**src/rtl/mdu_pkg.sv**
```systemverilog
// rtl/mdu_pkg.sv - shared widths, op codes and state encoding for the multiply/divide unit
package mdu_pkg;
    localparam int WIDTH = 32;
    localparam int ITERS = 32;

    typedef enum logic [1:0] {
        MDU_MULT  = 2'b00,
        MDU_MULTU = 2'b01,
        MDU_DIV   = 2'b10,
        MDU_DIVU  = 2'b11
    } mdu_op_e;

    typedef enum logic [1:0] {
        ST_IDLE = 2'b00,
        ST_RUN  = 2'b01,
        ST_FIX  = 2'b10
    } mdu_state_e;

    function automatic logic op_is_div(input logic [1:0] op);
        return op[1];
    endfunction

    function automatic logic op_is_signed(input logic [1:0] op);
        return ~op[0];
    endfunction
endpackage

```
**src/rtl/mdu_sign_fix.sv**
```systemverilog
// rtl/mdu_sign_fix.sv - conditional two's-complement negate
module mdu_sign_fix #(
    parameter int WIDTH = 32
) (
    input  logic             neg,
    input  logic [WIDTH-1:0] val,
    output logic [WIDTH-1:0] res
);
    assign res = neg ? (~val + WIDTH'(1)) : val;
endmodule

```
**src/rtl/mult_div_unit.sv**
```systemverilog
// rtl/mult_div_unit.sv - iterative 32-cycle shift-add multiplier / restoring divider with HI/LO
module mult_div_unit #(
    parameter int WIDTH = 32
) (
    input  logic             clock,
    input  logic             reset,
    input  logic             start,
    input  logic [1:0]       op,
    input  logic [WIDTH-1:0] rs_val,
    input  logic [WIDTH-1:0] rt_val,
    output logic             busy,
    output logic             done,
    output logic [WIDTH-1:0] hi,
    output logic [WIDTH-1:0] lo
);
    import mdu_pkg::*;

    localparam logic [5:0] LAST = 6'(ITERS - 1);

    mdu_state_e       state, state_nxt;
    logic [5:0]       count;
    logic             div_q, q_neg, r_neg, done_q;
    logic [WIDTH-1:0] opnd, acc_hi, acc_lo, hi_q, lo_q;
    logic [WIDTH-1:0] mag_a, mag_b, hi_pre, hi_res, lo_res;
    logic             sgn_in, q_neg_in, hi_inv, hi_neg;
    logic [WIDTH:0]   mul_sum, div_shift;
    logic [WIDTH-1:0] div_sub;
    logic             div_ge;

    assign sgn_in   = op_is_signed(op);
    // Divide by zero keeps quotient at all-ones, so its sign must not flip it.
    assign q_neg_in = sgn_in & (rs_val[WIDTH-1] ^ rt_val[WIDTH-1])
                      & ~(op_is_div(op) & (rt_val == '0));

    mdu_sign_fix #(.WIDTH(WIDTH)) u_mag_a (.neg(sgn_in & rs_val[WIDTH-1]), .val(rs_val), .res(mag_a));
    mdu_sign_fix #(.WIDTH(WIDTH)) u_mag_b (.neg(sgn_in & rt_val[WIDTH-1]), .val(rt_val), .res(mag_b));

    assign mul_sum   = {1'b0, acc_hi} + (acc_lo[0] ? {1'b0, opnd} : '0);
    assign div_shift = {acc_hi, acc_lo[WIDTH-1]};
    assign div_ge    = div_shift >= {1'b0, opnd};
    assign div_sub   = div_shift[WIDTH-1:0] - opnd;

    // 64-bit negate split in halves: upper half is ~hi unless the low half is zero.
    assign hi_inv = ~div_q & q_neg & (acc_lo != '0);
    assign hi_pre = hi_inv ? ~acc_hi : acc_hi;
    assign hi_neg = div_q ? r_neg : (q_neg & ~hi_inv);

    mdu_sign_fix #(.WIDTH(WIDTH)) u_fix_hi (.neg(hi_neg), .val(hi_pre), .res(hi_res));
    mdu_sign_fix #(.WIDTH(WIDTH)) u_fix_lo (.neg(q_neg), .val(acc_lo), .res(lo_res));

    always_ff @(posedge clock) begin
        if (reset) state <= ST_IDLE;
        else       state <= state_nxt;
    end

    always_comb begin
        state_nxt = state;
        case (state)
            ST_IDLE: if (start) state_nxt = ST_RUN;
            ST_RUN:  if (count == LAST) state_nxt = ST_FIX;
            ST_FIX:  state_nxt = ST_IDLE;
            default: state_nxt = ST_IDLE;
        endcase
    end

    always_ff @(posedge clock) begin
        if (reset) begin
            count  <= '0;
            div_q  <= 1'b0;
            q_neg  <= 1'b0;
            r_neg  <= 1'b0;
            opnd   <= '0;
            acc_hi <= '0;
            acc_lo <= '0;
            hi_q   <= '0;
            lo_q   <= '0;
            done_q <= 1'b0;
        end else begin
            done_q <= 1'b0;
            case (state)
                ST_IDLE: if (start) begin
                    count  <= '0;
                    div_q  <= op_is_div(op);
                    q_neg  <= q_neg_in;
                    r_neg  <= sgn_in & rs_val[WIDTH-1];
                    opnd   <= op_is_div(op) ? mag_b : mag_a;
                    acc_lo <= op_is_div(op) ? mag_a : mag_b;
                    acc_hi <= '0;
                end
                ST_RUN: begin
                    count <= count + 6'd1;
                    if (div_q) begin
                        acc_hi <= div_ge ? div_sub : div_shift[WIDTH-1:0];
                        acc_lo <= {acc_lo[WIDTH-2:0], div_ge};
                    end else begin
                        {acc_hi, acc_lo} <= {mul_sum, acc_lo[WIDTH-1:1]};
                    end
                end
                ST_FIX: begin
                    hi_q   <= hi_res;
                    lo_q   <= lo_res;
                    done_q <= 1'b1;
                end
                default: ;
            endcase
        end
    end

    assign busy = (state != ST_IDLE);
    assign done = done_q;
    assign hi   = hi_q;
    assign lo   = lo_q;
endmodule

```
**config.mk**
```make
export PLATFORM = sky130hd
export DESIGN_NAME = mult_div_unit
export DESIGN_NICKNAME = d
export VERILOG_FILES = /design/src/rtl/mdu_pkg.sv /design/src/rtl/mdu_sign_fix.sv /design/src/rtl/mult_div_unit.sv
export SDC_FILE = /design/constraint.sdc
export NUM_CORES = 1
export LEC_CHECK = 0
export CORE_UTILIZATION = 45
export CTS_CLUSTER_SIZE = 24
export DETAILED_ROUTE_END_ITERATION = 10
export HOLD_SLACK_MARGIN = 0.12
export PLACE_DENSITY_LB_ADDON = 0.08
export SETUP_SLACK_MARGIN = 0.02
export SYNTH_ARGS = -nofsm -noshare
export SYNTH_HDL_FRONTEND = slang
export SYNTH_SLANG_ARGS = --single-unit
```
**constraint.sdc**
```tcl
create_clock -name clock -period 4.1 [get_ports clock]
set_clock_uncertainty 0.15 [all_clocks]
set_input_delay 0.41 -clock clock [delete_from_list [all_inputs] [get_ports clock]]
set_output_delay 0.41 -clock clock [all_outputs]
set_load 0.005 [all_outputs]
```
Word level (Yosys, flattened, before mapping)
Index checks and enable logic that the tools add are counted.
{ "word_totals": {"regBits": 172, "latch_bits": 0, "ram_bits": 0, "romBits": 0, "elab_cells": 72, "memories": 0} }
{ "op_classes": {"addsub": 7, "n_mul": 0, "n_div": 0, "n_lt_le_gt_ge": 1, "n_eq_ne": 5, "n_shift": 0, "n_mux": 22, "bitwise_logic": 18, "n_reduce_logical": 8} }
{ "ops": {"columns": ["operator", "n"], "rows": [
  ["$mux W32", 13],
  ["$not A32 Y32", 5],
  ["$add A32 B1 Y32 const B", 4],
  ["$pmux W32 S2", 2],
  ["$add A32 B32 Y33", 1],
  ["$ge A33 B32 Y1", 1],
  ["$logic_not A32 Y1", 1],
  ["$reduce_bool A32 Y1", 1],
  ["$sub A32 B32 Y32", 1],
  ["$pmux W6 S2", 1],
  ["$and A1 B1 Y1", 8],
  ["$add A6 B1 Y6 const B", 1],
  ["$eq A6 B5 Y1 const B", 1],
  ["$mux W6", 1],
  ["$reduce_and A2 Y1", 3],
  ["$mux W2", 2],
  ["$ne A2 B2 Y1 const B", 2],
  ["$not A1 Y1", 4],
  ["$pmux W2 S2", 1],
  ["$reduce_bool A2 Y1", 2],
  ["$eq A2 B1 Y1 const B", 1],
  ["$eq A2 B2 Y1 const B", 1],
  ["$logic_not A2 Y1", 1],
  ["$mux W1", 2],
  ["$xor A1 B1 Y1", 1]
]} }

Longest topological paths before layout
Gate-level depths: netlist of run 1.
{ "depth": {"ltp_word": 7, "mapped_depth": 14, "depth_no_buf": 13} }

Modules after synthesis
A second synthesis of run 1 with hierarchy kept.
{ "hier_totals": {"cells_unflattened": 1880, "hier_area_um2": 14960.6} }
{ "by_module_without_submodules": {"columns": ["mod", "n_inst", "cells_each", "area_each_um2", "seq_area_each_um2"], "rows": [
  ["mult_div_unit", 1, 1484, 11852.6, 3443.3],
  ["mdu_sign_fix", 4, 99, 777.0, 0.0]
]} }

Worst setup path after synthesis of run 1
OpenSTA, ideal clock, no wires.
{ "synth_timing": {"kind": "flip-flop to flip-flop", "startpoint": "reg acc_lo[0]", "endpoint": "reg hi_q[24] (netlist: hi[24])", "setup_time_ns": 0.070, "arrival_ns": 3.630, "path_slack_ns": 0.249, "stages_incl_launch_ff": 14, "period_less_slack_ns": 3.851, "path_cell_list": "dfxtp_1 inv_1 clkbuf_1 ha_1 or4b_1 or4_4 o31a_1 or3_1 a211o_1 buf_6 o41ai_2 xnor2_1 nand2_1 a21oi_1"} }
{ "synth_via": {"elab_chain_cells": 6} }
{ "synth_lines": {"columns": ["element", "line_no", "rtl"], "rows": [
  ["start: declaration", "mult_div_unit.sv:23", "logic [WIDTH-1:0] opnd, acc_hi, acc_lo, hi_q, lo_q;"],
  ["start signal: assignment", "mult_div_unit.sv:87", "acc_lo <= op_is_div(op) ? mag_a : mag_b;"],
  ["start signal: assignment", "mult_div_unit.sv:94", "acc_lo <= {acc_lo[WIDTH-2:0], div_ge};"],
  ["start signal: assignment", "mult_div_unit.sv:96", "{acc_hi, acc_lo} <= {mul_sum, acc_lo[WIDTH-1:1]};"],
  ["$reduce_bool A32 Y1 (*)", "mult_div_unit.sv:44", "assign hi_inv = ~div_q & q_neg & (acc_lo != '0);"],
  ["$and A1 B1 Y1 (*)", "mult_div_unit.sv:44", null],
  ["$mux W32 / $not A1 Y1 (equally long branches)", "mult_div_unit.sv:45, mult_div_unit.sv:46", null],
  ["$not A32 Y32 / $and A1 B1 Y1 (equally long branches)", "mdu_sign_fix.sv:9, mult_div_unit.sv:46", null],
  ["$add A32 B1 Y32 / $mux W1 (equally long branches)", "mdu_sign_fix.sv:9, mult_div_unit.sv:46", null],
  ["$mux W32 (*)", "mdu_sign_fix.sv:9", "assign res = neg ? (~val + WIDTH'(1)) : val;"],
  ["end signal: assignment", "mult_div_unit.sv:100", "hi_q <= hi_res;"],
  ["end: declaration", "mult_div_unit.sv:23", null]
]} }
Every way passes the cells marked *; elsewhere a longest branch is shown, timed or not.
A chain may end at the register's enable or synchronous reset.

Worst setup path after layout of run 1
{ "layout_timing": {"startpoint": "reg acc_lo[1]", "endpoint": "reg hi_q[25] (netlist: hi[25])"} }
The elaborated chain is that of the path after synthesis.

==> impl_metrics.csv, run 1 <==
group,metric,value,unit
drt,drc,0,
power,power.leakage,6.71,nW
final_layout,final_nets,2204,
worst_setup_path,required,4.32,ns
status,status,"finished clean",
logic_synthesis,synth.net_count,2111,
grt,groute.usage.overall,0.310,
grt,grt_pass1_wl,79.8,mm
flow_run,cap_violations,0,
drt,ant_nets,0,
min_path,hold_path.class,"input pin to flop",
grt,grt_max_degree,97,
floorplanning,boundaryPins,135,
power,internal-power,0.00322,W
final_layout,fillCellCount,3117,
floorplanning,die-area,0.0330,sq mm
power,pwr-share-clk,0.320,
placement,dp_cells,2447,
power,sw_frac_of_total,0.372,
sta,worst_slack,0.199,ns
sta,tightest_slew,1.02,ns
cts,clkTransAtPathRegs,0.08,ns
drt,first_iter_violations,1318,
placement,dpl.hpwl,39.4,mm
worst_setup_path,cp_data_arrival_time,4.12,ns
worst_setup_path,timing.rr.start,"acc_lo[1]",
drt,via_count,15000,
floorplanning,start_util,0.459,
worst_setup_path,crit_type,"flop to flop",
logic_synthesis,syn-instance-count,1972,
cts,clock-sinks,172,
worst_setup_path,r2r_end,"hi[25]",
logic_synthesis,synth_edf_count,0,
sta,fin_crit_sh,0.951,
final_layout,drive_above_1_share,0.0760,
worst_setup_path,crit_path_max_fanout,17,
worst_setup_path,ff2ff_path_depth,14,
drt,viasPerCell,6.05,
cts,cts_buffers,17,
placement,routabilityCongestion,0.946,
cts,clockBufferDepth,2,
sta,final.setup.tns,0,ns
power,ir_worst_vdd,0.326,mV
drt,route.detailed.wl_per_inst,20.7,um
drt,drt-total-wl,51.2,mm
power,comb_power_share,0.326,
logic_synthesis,syn_area,0.0145,sq mm
sta,max_freq,256,MHz
cts,root_buffer,"clkbuf_16",
cts,h-tree-depth,4,
floorplanning,core_area,0.0316,sq mm
logic_synthesis,ys_ff_latch,172,
logic_synthesis,ys_top_cells_by_area,"dfxtp_1 (24%), xnor2_1 (6.3%), ha_1 (5.9%), a21oi_1 (5.8%), nand2_1 (5.7%)",
floorplanning,die_w,182,um
sta,final_max_slew_viol_count,0,
floorplanning,rows,65,
logic_synthesis,synthArstFlopShare,0,
logic_synthesis,synth_top_area_share,0.237,
power,power-per-cell-area,300,mW/mm^2
grt,antenna_found_initial,0,
sta,relSlewSlack,0.317,
final_layout,diodes,0,
final_layout,stdcell_area,0.0171,sq mm
final_layout,fin_util,0.541,
sta,rsz0062_at_grt,"false",
final_layout,final_cells,2480,
cts,cts_tree,"done",
logic_synthesis,synth_area_leader_cell,"dfxtp_1",
sta,setup_viol,0,
worst_setup_path,startpoint,"acc_lo[1]",
worst_setup_path,startpoint_type,"flop",
sta,hold_viol_final,0,
worst_setup_path,reg2reg_slack,0.20,ns
drt,drt-pass1-iter-count,5,
logic_synthesis,ys.flop_type,"dfxtp_1",
logic_synthesis,yosysSeqAreaShare,0.237,
placement,dp_slack,0.195,ns
floorplanning,dieHeight,182,um
logic_synthesis,synth_commonest_cells,"nand2_1 (222), nor2_1 (192), dfxtp_1 (172)",
worst_setup_path,cp-end-kind,"flop",
logic_synthesis,ys_types,73,
cts,clock_latency,0.46,ns
placement,portBuffers,134,
cts,postCtsHoldBufs,0,
power,switching_power,0.00191,W
logic_synthesis,avgSynthCellArea,7.37,sq um
grt,grt_pass1_vias,13900,
logic_synthesis,yosys_warnings,0,
logic_synthesis,synth.most_common_cell,"nand2_1",
power,p_seq_frac,0.354,
grt,grt_overflow,0,
sta,min_period,3.90,ns
final_layout,area_growth,17.8,%
placement,dpl_cell_area,0.0165,sq mm
worst_setup_path,critPathCapture,"hi[25]",
min_path,min_from,"reset",
[power groups by stage]
stage                     Sequential, W  Combinational (W)  Clock (W)
final                           0.00182            0.00167    0.00164
after global placement          0.00185            0.00163          0
after global routing            0.00183            0.00182    0.00174
after detailed placement        0.00185            0.00164          0
after floorplan                 0.00183            0.00111          0
after CTS                       0.00181            0.00164    0.00167
[state kept, by name, indices dropped and copies added, names as in the netlist, 2 cells and up]
register  count
acc_lo       32
hi           32
count         6
lo           32
opnd         32
acc_hi       32
state         2
[final cells by class]
| cell class | count | area, sq um | share of cell area |
|---|---|---|---|
| clock buffer | 18 | 439 | 0.0257 |
| clock inverter | 14 | 145 | 0.00848 |
| inverter | 69 | 259 | 0.0151 |
| multi-input combinational | 1584 | 10300 | 0.602 |
| sequential | 172 | 3440 | 0.201 |
| tap | 402 | 503 | 0.0294 |
| timing repair buffer | 221 | 2020 | 0.118 |
[metal layers]
metal,wire length (um),GRT usage,vias up
met4,1430,0.104,0
met2,23000,0.496,541
met1,23400,0.432,7027
met5,0,0,-
met3,3380,0.0363,87
li1,-,-,7340
[critical path, stage by stage (launching register included)]
cell and delay [ns]:
dfxtp_1 0.36, inv_1 0.09, ha_1 0.18, or4b_1 0.49, or4_4 0.54, o31a_1 0.34
buf_4 0.20, buf_4 0.22, nor4b_1 0.25, o211ai_1 0.14, buf_4 0.18, o31ai_1 0.28
xnor2_1 0.15, nand2_1 0.07, a21oi_1 0.16
[per-stage QoR]
stage,hold slack [ns],power (W)
5_1_grt,0.285,0.00538
6_report,0.264,0.00513
2_1_floorplan,0.282,0.00294
3_5_place_dp,0.294,0.00349
4_1_cts,0.251,0.00513
3_3_place_gp,0.290,0.00348
[layout by cell type, fill, tap and decap left out, types with 57 or more instances in the layout]
cell type / synthesis / routed
inv_1: 68 / 68
o21ai_0: 93 / 93
xor2_1: 75 / 75
dfxtp_1: 172 / 171
mux2i_1: 57 / 57
nand2_1: 222 / 221
clkdlybuf4s50_1: 0 / 132
a211oi_1: 78 / 78
xnor2_1: 104 / 104
a21oi_1: 168 / 168
ha_1: 68 / 68
nor2_1: 192 / 192
buf_4: 1 / 85
[worst min-delay path by stage]
| stage | endpoint | slack [ns] | cells past startpoint |
|---|---|---|---|
| floorplan | opnd[21] | 0.28 | 2 |
| global placement | hi[26] | 0.29 | 2 |
| detailed placement | hi[9] | 0.29 | 2 |
| CTS | count[5] | 0.25 | 2 |
| global route | count[0] | 0.28 | 2 |
| finish | count[5] | 0.26 | 2 |
[logic make-up after synthesis]
group                      synth area share
and+or+nand+nor                       0.217
xor gates and xnor gates              0.108
adders and majority gates            0.0613
buffers and inverters                0.0581
AOI/OAI and AO/OA                     0.276
DFF                                   0.237
muxes                                0.0424
[what timing repair did]
item                       CTS  global route
buffers inserted             0             1
setup endpoints to repair    0             5
gates resized for setup      0             2
(Power assumes the default switching activity.)
==> inputs of run 2 (changes only) <==
Settings changed: CELL_PAD_IN_SITES_DETAIL_PLACEMENT from default to 0, CELL_PAD_IN_SITES_GLOBAL_PLACEMENT from default to 2, CORE_UTILIZATION 45 to 32, GPL_ROUTABILITY_DRIVEN from default to 1, SYNTH_HIERARCHICAL from default to 1.
==> run 2 against run 1 <==
Sequential share of layout area is 0.65 points lower. Die area increased by 44%. First-iteration DRC count down 31%. Clock power is 3% higher. Combinational power rose by 9%. Clock-buffer cell count grew 3. Cell count rose by 4.4%. Global-route usage is 8.3 points lower. Utilization is 15 points lower. Critical path type unchanged. Largest cell class unchanged.
==> impl_metrics.csv, run 2 <==
group,metric,value,unit
flow_run,cap_violations,0,
logic_synthesis,ys_types,76,
cts,clock_latency,0.49,ns
grt,gr-usage-met3,0.0342,
worst_setup_path,worstPathCellList,"nor4_2, nand4_1, o211ai_1, buf_12, xnor2_1, nor4_4, nand2_1, o41ai_1, xnor2_1, nand2_1, a21oi_1",
final_layout,area_growth,18.2,%
worst_setup_path,reg2reg_slack,0.34,ns
power,power,0.00539,W
worst_setup_path,crit_type,"flop to flop",
floorplanning,core_area,0.0458,sq mm
cts,clkTransAtPathRegs,0.07,ns
grt,antenna_found_initial,0,
cts,root_buffer,"clkbuf_16",
drt,via_count,14100,
floorplanning,rows,78,
drt,viasPerCell,5.44,
drt,ant_nets,0,
grt,grt.busiest_layer,"met2",
sta,relSlewSlack,0.303,
logic_synthesis,synth_edf_count,0,
status,status,"finished clean",
logic_synthesis,synth_area_leader_cell,"dfxtp_1",
sta,setup_viol,0,
logic_synthesis,synth_commonest_cells,"nand2_1 (236), xnor2_1 (184), dfxtp_1 (172)",
grt,grt_util_met2,0.361,
drt,route.detailed.wl_per_inst,21.0,um
final_layout,mostFrequentLayoutCells,"nand2_1 (235), xnor2_1 (184), dfxtp_1 (171)",
cts,clock-sinks,172,
final_layout,final_common_cell,"nand2_1",
logic_synthesis,yosysSeqAreaShare,0.230,
worst_setup_path,crit_family,"simple AND/OR/NAND/NOR gates",
placement,dpl.hpwl,42.5,mm
final_layout,drive_above_1_share,0.0835,
power,pwr-share-clk,0.314,
sta,final_max_slew_viol_count,0,
grt,grt_max_degree,79,
cts,h-tree-depth,4,
logic_synthesis,ys.flop_type,"dfxtp_1",
cts,cts_tree,"done",
grt,grt_util_met1,0.301,
cts,ctsResizeCount,0,
logic_synthesis,synth_top_area_share,0.230,
min_path,hold_path.class,"input pin to flop",
worst_setup_path,cp.buffers_inverters,1,
cts,clockBufferDepth,2,
worst_setup_path,cpMaxStageDelayCell,"o41ai_1",
worst_setup_path,ff2ff_path_depth,11,
worst_setup_path,crit_path_max_incr_delay,0.47,ns
logic_synthesis,syn-instance-count,1880,
power,ir_worst_vdd,0.256,mV
sta,hold_viol_final,0,
worst_setup_path,r2r_end,"hi[26]",
logic_synthesis,ys_ff_latch,172,
floorplanning,die-area,0.0476,sq mm
power,switching_power,0.00200,W
worst_setup_path,timing.rr.start,"acc_lo[0]",
power,comb_power_share,0.337,
placement,portBuffers,134,
power,internal-power,0.00340,W
logic_synthesis,synthArstFlopShare,0,
sta,fin_crit_sh,0.916,
sta,final.setup.tns,0,ns
worst_setup_path,required,4.36,ns
grt,grt_pass1_vias,13700,
floorplanning,dieHeight,218,um
power,p_seq_frac,0.349,
grt,grt_pass1_wl,82.2,mm
power,sw_frac_of_total,0.371,
cts,postCtsHoldBufs,0,
floorplanning,start_util,0.327,
logic_synthesis,avgSynthCellArea,7.96,sq um
sta,max_freq,266,MHz
sta,min_period,3.76,ns
final_layout,final_nets,2117,
worst_setup_path,startpoint_type,"flop",
grt,grt_overflow,0,
logic_synthesis,syn_area,0.0150,sq mm
drt,drc,0,
min_path,worstHoldEndpoint,"opnd[25]",
worst_setup_path,cp-end-kind,"flop",
worst_setup_path,cp_data_arrival_time,4.02,ns
floorplanning,die_w,218,um
logic_synthesis,ys_top_cells_by_area,"dfxtp_1 (23%), xnor2_1 (11%), mux2i_1 (8.0%), nand2_1 (5.9%), ha_1 (5.8%)",
min_path,hold_depth,2,
cts,cts_setup_buffers,0,
power,power.leakage,6.49,nW
final_layout,diodes,0,
drt,drt-pass1-iter-count,6,
power,power-per-cell-area,305,mW/mm^2
logic_synthesis,synth.net_count,2020,
logic_synthesis,yosys_warnings,6,
logic_synthesis,synth.most_common_cell,"nand2_1",
drt,first_iter_violations,906,
min_path,min_from,"reset",
sta,rsz0062_at_grt,"false",
floorplanning,boundaryPins,135,
grt,groute.usage.overall,0.227,
sta,tightest_slew,1.04,ns
worst_setup_path,crit_path_max_fanout,32,
drt,drt-total-wl,54.3,mm
placement,routabilityCongestion,0.883,
cts,cts_buffers,17,
[run 2: final cells by class]
type	count	area (sq um)
fill	4802	28100
multi-input combinational	1538	10900
sequential	172	3440
timing repair buffer	190	1830
tap	600	751
clock buffer	21	480
inverter	58	218
clock inverter	9	101
[run 2: worst reg2reg max path, stage by stage, from the launching register on]
cell and delay [ns]:
dfxtp_1 0.46, nor4_2 0.44, nand4_1 0.21, o211ai_1 0.39
buf_12 0.28, xnor2_1 0.22, nor4_4 0.45, nand2_1 0.26
o41ai_1 0.47, xnor2_1 0.16, nand2_1 0.06, a21oi_1 0.14
[run 2: power by group through the flow]
stage | sequential (W) | clock (W) | combinational (W)
after floorplan | 0.00188 | 0 | 0.00122
after global placement | 0.00192 | 0 | 0.00182
after detailed placement | 0.00192 | 0 | 0.00181
after CTS | 0.00188 | 0.00175 | 0.00182
after global routing | 0.00189 | 0.00182 | 0.00198
final | 0.00188 | 0.00169 | 0.00182
[run 2: worst max path at each step]
stage                     startpoint      to  slack (ns)  cells after the start
after floorplan           acc_lo[16]  hi[31]        0.71                     11
after global placement     acc_lo[0]  hi[30]        0.20                     11
after detailed placement  acc_lo[23]  hi[27]        0.24                     11
after CTS                 acc_lo[23]  hi[27]        0.23                     11
after global routing       acc_lo[0]  hi[23]        0.05                     11
final                      acc_lo[0]  hi[26]        0.34                     11
[run 2: stage by stage]
| step | std cells | hold slack, ns | worst slack (ns) | area, sq um | util |
|---|---|---|---|---|---|
| detailed placement | 2558 | 0.296 | 0.238 | 17100 | 0.373 |
| CTS | 2588 | 0.190 | 0.227 | 17700 | 0.386 |
| global placement | 2558 | 0.294 | 0.203 | 17100 | 0.373 |
| floorplan | 1880 | 0.287 | 0.708 | 15000 | - |
| finish | 2588 | 0.215 | 0.344 | 17700 | 0.386 |
| global route | 2588 | 0.218 | 0.0494 | 17700 | 0.386 |
[run 2: routing by layer]
| layer | vias up | share of wire | wire length (um) |
|---|---|---|---|
| met2 | 290 | 0.46 | 24900 |
| li1 | 7035 | - | - |
| met3 | 77 | 0.034 | 1830 |
| met1 | 6680 | 0.47 | 25300 |
| met4 | 0 | 0.041 | 2250 |
| met5 | - | 0 | 0 |
[run 2: logic make-up (layout without fill, tap and decap cells)]
logic type | after synthesis | in the layout | synth area share
simple gates | 615 | 615 | 0.213
compound gates | 523 | 523 | 0.245
xor+xnor | 203 | 203 | 0.119
flops | 172 | 172 | 0.230
buf+inv | 170 | 278 | 0.0483
mux | 126 | 126 | 0.0848
fa+ha+maj | 71 | 71 | 0.0604
